## src/rtl/bcd_to_binary_converter.sv

```systemverilog
// Sequential packed-BCD to binary converter: one digit per cycle, MSD first,
// acc = acc*10 + digit via shift-add, saturating at 2^OUT_WIDTH-1.

module bcd_nibble_chk (
  input  logic [3:0] nib_i,
  output logic       bad_o
);
  assign bad_o = (nib_i > 4'd9);
endmodule

module bcd_to_binary_converter #(
  parameter int NUM_DIGITS = 4,
  parameter int OUT_WIDTH  = 13
) (
  input  logic                    clk,
  input  logic                    reset,
  input  logic                    start,
  input  logic [4*NUM_DIGITS-1:0] digits,
  output logic                    busy,
  output logic                    done,
  output logic [OUT_WIDTH-1:0]    result,
  output logic                    overflow,
  output logic                    invalidDigit
);

  localparam int AW = OUT_WIDTH + 4;
  localparam int CW = (NUM_DIGITS > 1) ? $clog2(NUM_DIGITS) : 1;
  localparam logic [CW-1:0] LAST_CNT = CW'(NUM_DIGITS - 1);
  localparam logic [AW-1:0] MAX_EXT  = {4'b0, {OUT_WIDTH{1'b1}}};

  typedef enum logic [1:0] {IDLE, ACCUM, DONE} state_t;

  state_t                  state_q;
  logic [4*NUM_DIGITS-1:0] dig_q;
  logic [OUT_WIDTH-1:0]    acc_q;
  logic [CW-1:0]           cnt_q;
  logic                    busy_q, done_q, ovf_q, inv_q;
  logic [OUT_WIDTH-1:0]    result_q;

  // Per-digit validity, evaluated on the live input at acceptance.
  logic [NUM_DIGITS-1:0] bad;
  genvar g;
  generate
    for (g = 0; g < NUM_DIGITS; g++) begin : g_chk
      bcd_nibble_chk u_chk (.nib_i(digits[4*g +: 4]), .bad_o(bad[g]));
    end
  endgenerate

  // Latched digits shift left each step, so the MSD slot is always current.
  logic [3:0]           cur_dig;
  logic [AW-1:0]        acc_ext, sum_d;
  logic                 sat_d;
  logic [OUT_WIDTH-1:0] acc_d;

  always_comb begin
    cur_dig = dig_q[4*NUM_DIGITS-1 -: 4];
    acc_ext = {4'b0, acc_q};
    sum_d   = (acc_ext << 3) + (acc_ext << 1) + {{OUT_WIDTH{1'b0}}, cur_dig};
    sat_d   = (sum_d > MAX_EXT);
    acc_d   = sat_d ? {OUT_WIDTH{1'b1}} : sum_d[OUT_WIDTH-1:0];
  end

  always_ff @(posedge clk) begin
    if (reset) begin
      state_q  <= IDLE;
      dig_q    <= '0;
      acc_q    <= '0;
      cnt_q    <= '0;
      busy_q   <= 1'b0;
      done_q   <= 1'b0;
      ovf_q    <= 1'b0;
      inv_q    <= 1'b0;
      result_q <= '0;
    end else begin
      case (state_q)
        IDLE: begin
          done_q <= 1'b0;
          if (start) begin
            dig_q    <= digits;
            acc_q    <= '0;
            cnt_q    <= '0;
            result_q <= '0;
            ovf_q    <= 1'b0;
            inv_q    <= |bad;
            busy_q   <= 1'b1;
            if (|bad) begin
              state_q <= DONE;
              done_q  <= 1'b1;
            end else begin
              state_q <= ACCUM;
            end
          end
        end
        ACCUM: begin
          acc_q <= acc_d;
          dig_q <= dig_q << 4;
          cnt_q <= cnt_q + 1'b1;
          // Sequence is monotone, so once clamped the flag stays meaningful.
          if (sat_d) ovf_q <= 1'b1;
          if (cnt_q == LAST_CNT) begin
            result_q <= acc_d;
            state_q  <= DONE;
            done_q   <= 1'b1;
          end
        end
        DONE: begin
          done_q  <= 1'b0;
          busy_q  <= 1'b0;
          state_q <= IDLE;
        end
        default: begin
          done_q  <= 1'b0;
          busy_q  <= 1'b0;
          state_q <= IDLE;
        end
      endcase
    end
  end

  assign busy         = busy_q;
  assign done         = done_q;
  assign result       = result_q;
  assign overflow     = ovf_q;
  assign invalidDigit = inv_q;

endmodule

```

## config.mk

```make
export PLATFORM = sky130hd
export DESIGN_NAME = bcd_to_binary_converter
export DESIGN_NICKNAME = d
export VERILOG_FILES = /design/src/rtl/bcd_to_binary_converter.sv
export SDC_FILE = /design/constraint.sdc
export NUM_CORES = 1
export LEC_CHECK = 0
export ABC_AREA = 1
export BUFFER_PORTS_ARGS = -buffer_cell sky130_fd_sc_hd__buf_2
export CORE_MARGIN = 4
export CORE_UTILIZATION = 30
export DETAILED_ROUTE_END_ITERATION = 10
export HOLD_SLACK_MARGIN = 0.06
export MAX_ROUTING_LAYER = met4
export PLACE_DENSITY_LB_ADDON = 0.15
export SLEW_MARGIN = 20
export SYNTH_ARGS = -nofsm -noshare
export SYNTH_HDL_FRONTEND = slang
export SYNTH_HIERARCHICAL = 1
export SYNTH_SLANG_ARGS = --single-unit
export TNS_END_PERCENT = 20
```

## constraint.sdc

```tcl
create_clock -name clk -period 2.2 [get_ports clk]
set_input_delay 0.33 -clock clk [delete_from_list [all_inputs] [get_ports clk]]
set_output_delay 0.33 -clock clk [all_outputs]
set_load 0.02 [all_outputs]
```

==> impl_metrics.tcl <==
set metrics [dict create \
    yosysUniqueCellTypes 32 \
    grt_first_pass_wirelength_mm 13.76 \
    cts.sink_count 50 \
    period_minus_slack_ps 2454 \
    leakage_nw 1.901 \
    cp_common_cell "nand2_2" \
    synth_edf_count 0 \
    worstHoldStart "digits[3]" \
    final_max_slew_viol_count 0 \
    syn_nets 449 \
    nets 509 \
    maxSlewHeadroom 0.5968 \
    setup_ws_ps -253.6 \
    hold_buffers 0 \
    hold_path_class "in2reg" \
    hold_path_end "dig_q[3]" \
    post-route-drc-count 0 \
    grt-busiest-layer "met2" \
    async_reset_ff_frac 0 \
    postSynthCellCount 402 \
    placement.cell_area_um2 3458 \
    stdcell_area_um2 3730 \
    die_area_um2 11490 \
    end_kind "register" \
    reg2reg_slack_ps -250 \
    cts_tree "yes" \
    synthToLayoutAreaGrowth_pct 26.37 \
    worst_pin_slew_ps 602.6 \
    period_share 1.115 \
    setup.worst_path.start_class "register" \
    core_um2 9415 \
    overflow 0 \
    worst_path_max_delay_cell "fa_2" \
    io_pins 36 \
    insertion_delay_ps 310 \
    drt-total-wl_mm 7.894 \
    grt_usage 0.1503 \
    ir_drop_uv 440.9 \
    gp_congestion 0.8437 \
    finClkSkew_ps 11.30 \
    r2r-start "dig_q[15]" \
    dp_hpwl_mm 5.816 \
    syn-cell-area_um2 2952 \
    num_vias 2823 \
    cap_viol_max_count 0 \
    status "finished, violations left" \
    timing.critical_path.fanout_max 14 \
    violations "setup timing" \
    grt_max_degree 30 \
    ys_warn_count 6 \
    grt_util_met1 0.2095 \
    seq_area_frac_synth 0.3391 \
    final_cell_mix "75 x nand2_1, 48 x dfxtp_1, 39 x a21oi_1" \
    path_clk_slew_ps 110 \
    layout_commonest_cell "nand2_1" \
    grtUsageMet2 0.2332 \
    path_buf_inv 4 \
    ff_latch_area_um2 1003 \
    dr.pass1.iters 4 \
    worstSetupPathType "reg2reg" \
    cts_root_buf "clkbuf_8" \
    fill_cells 1020 \
    max_freq_mhz 407.6 \
    die_x_um 107.2 \
    io_buffers 35 \
    wl_per_cell_um 13.33 \
    grt_pass1_vias 2862 \
    cts_max_level 2 \
    final_layout_size_suffix_gt1_frac 0.3240 \
    crit_required_ps 2450 \
    hold_viol 0 \
    rsz0062_at_grt "true" \
    multi_input_area_um2 1848 \
    ant_nets 0 \
    rows 35 \
    holdPathStages 3 \
    path_cells "inv_2, fa_2, fa_2, inv_2, nand3_1, nand2_2, buf_6, nand2_2, nand3_2, nand2_1, nand2_2, nor2_4, buf_12, nand3_2, nand2_2, a21oi_2" \
    cp_data_arrival_time_ps 2710 \
    die_h_um 107.2 \
    antenna_cells 0 \
    use_met3 0.01866 \
    crit_family "adder cells" \
    reg2reg_depth 16 \
    max_stage_delay_ps 490 \
    ys_seq_elements 50 \
    r2r-end "result[6]" \
    powerDensity_nw_per_um2 507.8 \
    antenna_found_initial 0 \
    fin_hold_ws_ps 271.8 \
    ys.flop_type "dfxtp_1" \
    setup_viol 27 \
    start_util 0.3135 \
    numCtsBuffers 5 \
    drt_iter0_drc 99 \
    synth_area_per_cell_um2 7.342 \
    viasPerCell 4.769 \
    cts_buffer_depth 2 \
]
-- per-stage QoR --
| step | utilization | setup WS (ps) | total power, mW | instances | setup TNS, ps |
|---|---|---|---|---|---|
| detailed placement | 0.3673 | -321.5 | 1.321 | 581 | -7954 |
| global route | 0.3961 | -403.7 | 1.992 | 592 | -10400 |
| floorplan | - | -153.0 | 1.215 | 402 | -3890 |
| global placement | 0.3673 | -294.2 | 1.319 | 581 | -7433 |
| CTS | 0.3947 | -292.5 | 1.907 | 594 | -7572 |
| finish | 0.3961 | -253.6 | 1.894 | 592 | -6164 |
-- flip-flops by register name, indices dropped and copies added, names as in the netlist --
signal,flops
dig_q,16
cnt_q,2
busy,1
acc_q,13
result,13
done,1
invalidDigit,1
state_q,2
overflow,1
-- worst reg2reg max path: cells and delay by family, from the launching register on --
family / cells / cell delay, ps
buffers and inverters: 4 / 340
and+or+nand+nor: 9 / 650
adders and majority gates: 2 / 900
DFF: 1 / 350
AOI/OAI and AO/OA: 1 / 140
-- timing repair --
| item | CTS | global route |
|---|---|---|
| endpoints found under the hold margin | 0 | 0 |
| endpoints found under the setup margin | 27 | 28 |
| gates resized for setup | 29 | 21 |
| cloned | 1 | 0 |
| pin swaps | 15 | 14 |
| setup buffers | 4 | 1 |
-- cell usage after synthesis, types with 2 or more instances --
cell      instances  area [um^2]
nand3_1          12        60.06
nand4_1           2        12.51
a21oi_1          55        275.3
inv_2             3        11.26
o21ai_0          28        140.1
clkbuf_1          6        22.52
xnor2_1           5        43.79
inv_1            40        150.1
nand2_1          88        330.3
ha_1             26        325.3
o22ai_1          12        75.07
nand2_2           8        50.05
buf_6             2        22.52
nor2_2            2        12.51
buf_2             6        30.03
dfxtp_1          50         1001
nor2_4            2        22.52
xor2_1            3        26.28
fa_1              2        40.04
nand3b_1          2        15.01
nor3_1            3        15.01
nor2_1           26        97.59
nand3_2          10        100.1
-- report_power, final --
group / internal (mW) / total, mW / switching [mW]
clock network: 0.231 / 0.576 / 0.346
registers: 0.969 / 1.00 / 0.0343
logic: 0.109 / 0.314 / 0.205
total: 1.31 / 1.89 / 0.585
-- worst max-delay path by stage --
stage / slack, ps / depth (start not counted) / start / to
4_1_cts: -290 / 18 / acc_q[2] / result[3]
3_5_place_dp: -320 / 17 / dig_q[15] / acc_q[5]
3_3_place_gp: -290 / 17 / dig_q[15] / acc_q[5]
6_report: -250 / 16 / dig_q[15] / result[6]
5_1_grt: -400 / 16 / dig_q[15] / result[6]
2_1_floorplan: -150 / 17 / dig_q[15] / acc_q[2]
-- per-layer routing --
| metal | up-vias | wire [um] | part of all wire |
|---|---|---|---|
| met3 | 5 | 311 | 0.039 |
| met2 | 50 | 3561 | 0.45 |
| met5 | - | 0 | 0 |
| li1 | 1453 | - | - |
| met4 | 0 | 78 | 0.0099 |
| met1 | 1315 | 3943 | 0.50 |
-- cell type report --
cell class / instances / share of cell area
clock inverters: 3 / 0.006709
clock buffers: 5 / 0.01845
repair buffers: 69 / 0.1238
well taps: 129 / 0.04327
multi-input cells: 293 / 0.4955
flip-flops and latches: 50 / 0.2690
inverters: 43 / 0.04327
-- kinds of logic after synthesis --
| family | after synthesis | share of synthesized area |
|---|---|---|
| compound gates | 98 | 0.1738 |
| flops | 50 | 0.3391 |
| buf+inv | 59 | 0.08732 |
| xor+xnor | 8 | 0.02374 |
| simple gates | 159 | 0.2522 |
| fa+ha+maj | 28 | 0.1238 |
(Power assumes the default switching activity.)
